### config.mk
export PLATFORM = sky130hd
export DESIGN_NAME = nebula_axil_regfile
export DESIGN_NICKNAME = d
export VERILOG_FILES = /design/src/rtl/nebula_pkg.sv /design/src/rtl/nebula_axil_wr_join.sv /design/src/rtl/nebula_axil_regfile.sv
export SDC_FILE = /design/constraint.sdc
export NUM_CORES = 1
export LEC_CHECK = 0
export CAP_MARGIN = 20
export CELL_PAD_IN_SITES_DETAIL_PLACEMENT = 1
export CELL_PAD_IN_SITES_GLOBAL_PLACEMENT = 1
export CORE_AREA = 2 2 256 258
export CTS_CLUSTER_DIAMETER = 50
export DETAILED_ROUTE_END_ITERATION = 8
export DIE_AREA = 0 0 258 260
export DONT_BUFFER_PORTS = 1
export GPL_TIMING_DRIVEN = 1
export HOLD_SLACK_MARGIN = 0.02
export PLACE_DENSITY = 0.46
export SLEW_MARGIN = 40
export SYNTH_ARGS = -nofsm -noshare
export SYNTH_HDL_FRONTEND = slang
export SYNTH_SLANG_ARGS = --single-unit
### constraint.sdc
create_clock -name clk -period 2.4 [get_ports clk]
set_input_delay 0.48 -clock clk [delete_from_list [all_inputs] [get_ports clk]]
set_output_delay 0.48 -clock clk [all_outputs]
set_load 0.005 [all_outputs]
### src/rtl/nebula_pkg.sv
// Shared AXI-Lite types for the nebula control plane.
// Response codes, write-join states and channel bundles.
package nebula_pkg;

    localparam int AXIL_ADDR_W = 12;
    localparam int AXIL_DATA_W = 32;

    typedef logic [1:0] axil_resp_t;

    localparam axil_resp_t AXIL_RESP_OKAY   = 2'b00;
    localparam axil_resp_t AXIL_RESP_SLVERR = 2'b10;

    typedef enum logic [1:0] {
        W_IDLE,
        W_HAVE_AW,
        W_HAVE_W,
        W_RESP
    } wr_join_e;

    typedef struct packed {
        logic                   valid;
        logic                   ready;
        logic [AXIL_ADDR_W-1:0] addr;
    } axil_ax_t;

    typedef struct packed {
        logic                     valid;
        logic                     ready;
        logic [AXIL_DATA_W-1:0]   data;
        logic [AXIL_DATA_W/8-1:0] strb;
    } axil_w_t;

    typedef struct packed {
        logic       valid;
        logic       ready;
        axil_resp_t resp;
    } axil_b_t;

    typedef struct packed {
        logic                   valid;
        logic                   ready;
        logic [AXIL_DATA_W-1:0] data;
        axil_resp_t             resp;
    } axil_r_t;

    function automatic logic [31:0] strb_mask(input logic [3:0] s);
        logic [31:0] m;
        for (int b = 0; b < 4; b++) begin
            m[8*b +: 8] = {8{s[b]}};
        end
        return m;
    endfunction

endpackage

### src/rtl/nebula_axil_wr_join.sv
// AW/W capture and join: holds whichever half arrives first and
// raises commit in the cycle the second half is accepted.
module nebula_axil_wr_join
    import nebula_pkg::*;
#(
    parameter int IDX_W  = 10,
    parameter int DATA_W = 32
) (
    input  logic                clk,
    input  logic                rst,
    input  logic                awvalid,
    output logic                awready,
    input  logic [IDX_W-1:0]    awidx,
    input  logic                wvalid,
    output logic                wready,
    input  logic [DATA_W-1:0]   wdata,
    input  logic [DATA_W/8-1:0] wstrb,
    output logic                bvalid,
    input  logic                bready,
    output logic                commit,
    output logic [IDX_W-1:0]    cm_idx,
    output logic [DATA_W-1:0]   cm_data,
    output logic [DATA_W/8-1:0] cm_strb
);

    wr_join_e                st;
    logic [IDX_W-1:0]        idx_q;
    logic [DATA_W-1:0]       data_q;
    logic [DATA_W/8-1:0]     strb_q;
    logic                    aw_hs;
    logic                    w_hs;
    logic                    have_aw;
    logic                    have_w;

    assign aw_hs   = awvalid & awready;
    assign w_hs    = wvalid & wready;
    assign have_aw = aw_hs | (st == W_HAVE_AW);
    assign have_w  = w_hs | (st == W_HAVE_W);
    assign commit  = have_aw & have_w;
    assign cm_idx  = (st == W_HAVE_AW) ? idx_q : awidx;
    assign cm_data = (st == W_HAVE_W) ? data_q : wdata;
    assign cm_strb = (st == W_HAVE_W) ? strb_q : wstrb;

    always_ff @(posedge clk) begin
        if (rst) begin
            st      <= W_IDLE;
            awready <= 1'b0;
            wready  <= 1'b0;
            bvalid  <= 1'b0;
            idx_q   <= '0;
            data_q  <= '0;
            strb_q  <= '0;
        end else begin
            unique case (st)
                W_IDLE: begin
                    if (commit) begin
                        st      <= W_RESP;
                        awready <= 1'b0;
                        wready  <= 1'b0;
                        bvalid  <= 1'b1;
                    end else if (aw_hs) begin
                        st      <= W_HAVE_AW;
                        awready <= 1'b0;
                        idx_q   <= awidx;
                    end else if (w_hs) begin
                        st      <= W_HAVE_W;
                        wready  <= 1'b0;
                        data_q  <= wdata;
                        strb_q  <= wstrb;
                    end else begin
                        // also the first cycle out of reset
                        awready <= 1'b1;
                        wready  <= 1'b1;
                    end
                end
                W_HAVE_AW: begin
                    if (commit) begin
                        st     <= W_RESP;
                        wready <= 1'b0;
                        bvalid <= 1'b1;
                    end
                end
                W_HAVE_W: begin
                    if (commit) begin
                        st      <= W_RESP;
                        awready <= 1'b0;
                        bvalid  <= 1'b1;
                    end
                end
                W_RESP: begin
                    if (bready) begin
                        st      <= W_IDLE;
                        bvalid  <= 1'b0;
                        awready <= 1'b1;
                        wready  <= 1'b1;
                    end
                end
                default: st <= W_IDLE;
            endcase
        end
    end

endmodule

### src/rtl/nebula_axil_regfile.sv
// AXI4-Lite register file with RO hardware slots and write pulses.
// Define NEBULA_AXIL_REGFILE_IRQ_EN for the IER/STATUS interrupt pair.
module nebula_axil_regfile
    import nebula_pkg::*;
#(
    parameter int                           NUM_REGS  = 8,
    parameter int                           ADDR_W    = 12,
    parameter int                           DATA_W    = 32,
    parameter logic [NUM_REGS*DATA_W-1:0]   RESET_VAL = '0,
    parameter logic [NUM_REGS-1:0]          RO_MASK   = '0
) (
    input  logic                       clk,
    input  logic                       rst,
    input  logic                       awvalid,
    output logic                       awready,
    input  logic [ADDR_W-1:0]          awaddr,
    input  logic                       wvalid,
    output logic                       wready,
    input  logic [DATA_W-1:0]          wdata,
    input  logic [DATA_W/8-1:0]        wstrb,
    output logic                       bvalid,
    input  logic                       bready,
    output logic [1:0]                 bresp,
    input  logic                       arvalid,
    output logic                       arready,
    input  logic [ADDR_W-1:0]          araddr,
    output logic                       rvalid,
    input  logic                       rready,
    output logic [DATA_W-1:0]          rdata,
    output logic [1:0]                 rresp,
    output logic [NUM_REGS*DATA_W-1:0] cfg_o,
    output logic [NUM_REGS-1:0]        cfg_wr_pulse,
    input  logic [NUM_REGS*DATA_W-1:0] hw_ro_i,
    input  logic [DATA_W-1:0]          sts_set_i,
    output logic                       irq_o
);

    localparam int IDX_W = ADDR_W - 2;

`ifdef NEBULA_AXIL_REGFILE_IRQ_EN
    localparam int IER = NUM_REGS - 2;
    localparam int STS = NUM_REGS - 1;
    localparam logic [NUM_REGS-1:0] IRQ_SLOTS =
        NUM_REGS'(3) << (NUM_REGS - 2);
    localparam logic [NUM_REGS-1:0] RO_EFF = RO_MASK & ~IRQ_SLOTS;
`else
    localparam logic [NUM_REGS-1:0] RO_EFF = RO_MASK;
`endif

    logic [NUM_REGS-1:0][DATA_W-1:0] regs;
    logic [NUM_REGS-1:0][DATA_W-1:0] regs_n;
    logic [NUM_REGS-1:0][DATA_W-1:0] hw;
    logic [NUM_REGS-1:0][DATA_W-1:0] cfg;

    logic                   commit;
    logic [IDX_W-1:0]       cm_idx;
    logic [DATA_W-1:0]      cm_data;
    logic [DATA_W/8-1:0]    cm_strb;
    logic [DATA_W-1:0]      bmask;
    logic [NUM_REGS-1:0]    whit;
    logic [NUM_REGS-1:0]    wr_en;
    logic                   wr_ok;
    logic                   wr_ro;
    logic                   ar_hs;
    logic                   rv_n;
    logic                   rd_ok;
    logic [DATA_W-1:0]      rd_val;
    logic                   unused_bits;

    nebula_axil_wr_join #(
        .IDX_W  (IDX_W),
        .DATA_W (DATA_W)
    ) u_wr_join (
        .clk     (clk),
        .rst     (rst),
        .awvalid (awvalid),
        .awready (awready),
        .awidx   (awaddr[ADDR_W-1:2]),
        .wvalid  (wvalid),
        .wready  (wready),
        .wdata   (wdata),
        .wstrb   (wstrb),
        .bvalid  (bvalid),
        .bready  (bready),
        .commit  (commit),
        .cm_idx  (cm_idx),
        .cm_data (cm_data),
        .cm_strb (cm_strb)
    );

    assign hw    = hw_ro_i;
    assign cfg_o = cfg;
    assign bmask = strb_mask(cm_strb);

    always_comb begin
        for (int i = 0; i < NUM_REGS; i++) begin
            cfg[i] = RO_EFF[i] ? hw[i] : regs[i];
        end
    end

    always_comb begin
        whit = '0;
        for (int i = 0; i < NUM_REGS; i++) begin
            whit[i] = (cm_idx == IDX_W'(i));
        end
    end

    assign wr_ok = |whit;
    assign wr_ro = |(whit & RO_EFF);
    assign wr_en = {NUM_REGS{commit & ~wr_ro}} & whit;

    always_comb begin
        regs_n = regs;
        for (int i = 0; i < NUM_REGS; i++) begin
            if (wr_en[i]) begin
                regs_n[i] = (regs[i] & ~bmask) | (cm_data & bmask);
            end
        end
`ifdef NEBULA_AXIL_REGFILE_IRQ_EN
        // W1C under strobes; a same-cycle set wins
        regs_n[STS] = (regs[STS] & ~(wr_en[STS] ? (cm_data & bmask) : '0))
                    | sts_set_i;
`endif
    end

    always_ff @(posedge clk) begin
        if (rst) begin
            regs         <= RESET_VAL;
            cfg_wr_pulse <= '0;
            bresp        <= AXIL_RESP_OKAY;
        end else begin
            regs         <= regs_n;
            cfg_wr_pulse <= wr_en;
            if (commit) begin
                bresp <= (!wr_ok || wr_ro) ? AXIL_RESP_SLVERR : AXIL_RESP_OKAY;
            end
        end
    end

    always_comb begin
        rd_val = '0;
        rd_ok  = 1'b0;
        for (int i = 0; i < NUM_REGS; i++) begin
            if (araddr[ADDR_W-1:2] == IDX_W'(i)) begin
                rd_val = cfg[i];
                rd_ok  = 1'b1;
            end
        end
    end

    assign ar_hs = arvalid & arready;
    assign rv_n  = (rvalid & ~rready) | ar_hs;

    always_ff @(posedge clk) begin
        if (rst) begin
            arready <= 1'b0;
            rvalid  <= 1'b0;
            rdata   <= '0;
            rresp   <= AXIL_RESP_OKAY;
        end else begin
            arready <= ~rv_n;
            rvalid  <= rv_n;
            if (ar_hs) begin
                rdata <= rd_ok ? rd_val : '0;
                rresp <= rd_ok ? AXIL_RESP_OKAY : AXIL_RESP_SLVERR;
            end
        end
    end

`ifdef NEBULA_AXIL_REGFILE_IRQ_EN
    logic irq_q;

    always_ff @(posedge clk) begin
        if (rst) begin
            irq_q <= 1'b0;
        end else begin
            irq_q <= |(regs[STS] & regs[IER]);
        end
    end

    assign irq_o       = irq_q;
    assign unused_bits = ^{awaddr[1:0], araddr[1:0]};
`else
    assign irq_o       = 1'b0;
    assign unused_bits = ^{awaddr[1:0], araddr[1:0], sts_set_i};
`endif

endmodule

# --- Word-level counts from Yosys, hierarchy flattened ---
# Cells that the tools add are included.
classes:
  n_eq_ne: 25
  reduce_logical: 14
  bitwise: 31
  muxes: 41
ops:
  columns: ["op", "n"]
  rows:
  - ["32-bit two-way mux", 10]
  - ["32-bit bitwise AND", 9]
  - ["32-bit OR", 8]
  - ["10-bit by 3-bit == test with 1-bit output (second input constant)", 8]
  - ["10-bit by 2-bit == test with 1-bit output (second input constant)", 4]
  - ["32-bit inverter", 1]
  - ["10-bit by 1-bit == test with 1-bit output (second input constant)", 2]
  - ["10-bit logical NOT", 2]
  - ["1-bit two-way mux", 18]
  - ["2-bit two-way mux", 7]
  - ["4-bit AND reduction", 3]
  - ["10-bit two-way mux", 1]
  - ["8-bit bitwise AND", 1]
  - ["8-bit OR reduction", 1]
  - ["2-bit inequality test (second input constant)", 3]
  - ["1-bit case mux with 3 select lines", 2]
  - ["2-bit case mux with 3 select lines", 1]
  - ["3-bit AND reduction", 2]
  - ["3-bit nonzero test", 2]
  - ["1-bit bitwise AND", 5]
  - ["2-bit == test (second input constant)", 2]
  - ["4-bit two-way mux", 1]
  - ["2-bit by 1-bit inequality test with 1-bit output (second input constant)", 2]
  - ["4-bit by 2-bit inequality test with 1-bit output (second input constant)", 1]
  - ["other kinds (10)", 15]
totals:
  elab_cells: 132
  ff_bits: 353
  output_inout_bits: 306
  in_bits: 355

# --- Depth between registers and ports, before layout ---
depth:
  word_depth: 10
  depth_mapped: 10
  ltp_nobuf: 7

# --- By module ---
# From an unflattened synthesis, not the netlist that was laid out.
unflattened:
  cells_unflattened: 1995
  area_unflattened_um2: 16014.1
modules_own_cells:
  columns: ["mod", "n_inst", "cells_each", "area_each_um2", "seq_area_each_um2"]
  rows:
  - ["nebula_axil_regfile", 1, 1701, 13361.6, 6005.8]
  - ["nebula_axil_wr_join", 1, 294, 2652.5, 1021.0]

# --- Worst setup path after synthesis ---
# Ideal clock, no wire load.
synth_timing:
  path_kind: "flip-flop to flip-flop"
  startpoint: "register u_wr_join.st[1]"
  endpoint: "register with a tool-made name"
  path_stages_with_launch: 9
  required_time_ns: 2.271
  path_buffers: 1
  setup_time_ns: 0.129
  arrival_time_ns: 1.995
  period_less_slack_ns: 2.124
  path_slack_ns: 0.276
  path_cell_list: "dfxtp_1 -> inv_1 -> ha_1 -> buf_2 -> mux2i_2 -> nand2_1 -> nor2_4 -> nand2_4 -> mux2i_1"
synth_lines:
  columns: ["item", "line_no", "rtl"]
  rows:
  - ["start, declared", "nebula_axil_wr_join.sv:26", "wr_join_e st;"]
  - ["start signal, assigned", "nebula_axil_wr_join.sv:46", "st <= W_IDLE;"]
  - ["start signal, assigned", "nebula_axil_wr_join.sv:57", "st <= W_RESP;"]
  - ["start signal, assigned", "nebula_axil_wr_join.sv:62", "st <= W_HAVE_AW;"]

==> results.ini <==
[placement]
dpl_cell_area_um2=17850
routabilityCongestion=0.7738
portBuffers=0
place_inst=2465
hpwl_um=50230

[routing]
drc=0
avgViaCountPerCell=4.965
drt_iter0_markers=673
vias=13050
wire_per_inst_um=27.65
routed_wl_um=72660
antenna_left=0
drt_pass1_iterations=5

[die]
dieArea_um2=67080
fp.coreArea_um2=64120
die_w_um=258
io_pins=661
initial_core_util_pct=25.94
fp.dieH_um=260
rows=93

[setup_path]
worst_path_max_delay_cell=mux2i_2
worst_setup_path_start_kind=register
r2r_setup_slack_ps=130
cp.arrival_ps=2790
crit_chain=buf_4 > inv_1 > ha_4 > buf_4 > mux2i_2 > a21oi_4 > buf_12 > nand2_4 > mux2i_1
cpMostUsedCell=buf_4
path_max_fanout=14
path_class=register to register
endpoint_kind=register
max_stage_delay_ps=390
crit_required_ps=2920

[synthesis]
seq_area_frac_synth_pct=42.24
synth.most_common_cell=dfxtp_1
yosysWarnings=0
async_flop_share_pct=0
yosysUniqueCellTypes=68
syn_area_per_cell_um2=9.924
synth.area.top_cells=dfxtp_1, mux2i_1, nand2b_1
netlist_area_um2=16630
synth_top_flop_cell=dfxtp_1
synth_area_leader_cell=dfxtp_1
ys_top_cells_by_count=dfxtp_1, mux2i_1, nand2b_1, nand2_1, a21oi_1
ys_seq_elements=351
yosys.area.top_type_share_pct=42.24
synth_edf_count=0
synthCells=1676

[power]
powerDensity_nw_per_um2=856.9
power_frac_clock_pct=50.7
p_sw_share_pct=27.36
p_comb_share_pct=14.7
p_switching_w=0.004830
leakage_nw=9.022
ir_drop_uv=601.8
seqPwrFrac_pct=34.6
p_int_w=0.01283
total_power_w=0.01766

[sta]
fin_skew_ps=20.69
min_period_ps=2272
min_period_over_period_pct=94.66
maxClockFrequency_mhz=440.2
setup_tns_ps=0
slew-limit-headroom_pct=47.86
drv_slew=0
hold_viol=0
finalSetupViolCount=0
worst_pin_slew_ps=782.1

[finish]
area_delta_synth_final_pct=23.88
multi_input_area_um2=9097
drive_gt1_share_pct=17.10
seq_area_um2=7027
nFillCells=7112
fin_cells=2628
final_net_count=2088
fin_area_um2=20600

[global_routing]
grt_pass1_wl_um=103600
overflow=0
antenna_found_initial=3
track_usage_pct=21.11
grt_pass1_vias=13760
grt_max_degree=300

[clock_network]
cts-root-buf=clkbuf_16
cts.sinks=351
clk_pin_slew_ps=50
cts_buffers=59
cts.path.max_buffers=3
htree_levels=2
worstSkewPairLatency_ps=620
tritoncts=yes

[worst_hold_path]
hp-class=input pin to register

[run]
drv_cap=0

[status]
status=complete, no violations

what timing repair did:
action	in CTS	in global routing
hold buffers	47	0
hold endpoints to repair	61	0
gates resized for setup	0	4
buffers inserted	1	8
setup endpoints to repair	26	237
pin swaps	4	5
per-layer routing:
metal | up-vias | wire (um) | global-route usage, %
met1 | 6607 | 31780 | 26.68
li1 | 5995 | - | -
met3 | 88 | 6214 | 7.934
met5 | - | 12 | 0
met2 | 357 | 33390 | 34.11
met4 | 2 | 1266 | 4.705
critical path, delay by kind of cell (launching register included):
kind	cells	cell delay, ps
buf+inv	4	740
simple gates	1	230
fa+ha+maj	1	210
flops	1	310
mux	2	630
compound gates	1	60
worst paths after layout:
path                                            to                              from  cells past startpoint
setup / recovery                          register      u_wr_join.st[0]$_SDFFE_PP0P_                      9
hold / removal     u_wr_join.idx_q[7]$_SDFFE_PP0P_                         awaddr[9]                      2
setup reg to reg                          register      u_wr_join.st[0]$_SDFFE_PP0P_                      9
hold reg to reg   u_wr_join.data_q[3]$_SDFFE_PP0P_  u_wr_join.data_q[3]$_SDFFE_PP0P_                      2
power by group through the flow:
stage               clock, W  combinational, W  sequential [W]
floorplan                  0           0.00167         0.00621
global placement           0           0.00239         0.00622
detailed placement         0           0.00243         0.00623
CTS                  0.00917           0.00253         0.00610
global route         0.00942           0.00282         0.00613
finish               0.00895           0.00260         0.00611
layout by cell type, fill, tap and decap left out, types with 24 or more instances in the layout:
cell	instances
nand2_4	24
clkbuf_16	60
nand2_1	128
nand2b_1	262
a21oi_1	63
buf_4	52
o21ai_0	54
or2_2	33
mux2i_1	308
nor2_1	41
dfxtp_1	351
dlygate4sd3_1	46
per-stage QoR:
step	setup WS, ps	utilization (%)	hold WS [ps]
floorplan	276.5	-	436.0
global placement	40.08	27.83	438.1
detailed placement	-16.47	27.83	446.5
CTS	-1.703	31.85	42.15
global route	-0.6437	32.13	52.29
finish	128.2	32.14	73.31
final cells by class:
type | instances | share of cell area [%]
inverter | 11 | 0.2004
clock inverter | 35 | 2.259
timing repair buffer | 120 | 6.303
antenna | 1 | 0.01214
multi-input combinational | 1184 | 44.15
sequential | 351 | 34.10
clock buffer | 71 | 7.779
tap | 855 | 5.192
cell families after synthesis:
group / after synthesis / synth area share [%]
adder cells (fa/ha/maj): 6 / 0.4513
multiplexers: 336 / 21.64
AND/OR/NAND/NOR: 590 / 21.55
other: 1 / 0.02254
AO/OA/AOI/OAI: 249 / 10.45
flip-flops: 351 / 42.24
buffers and inverters: 143 / 3.641
(Power assumes the default switching activity.)
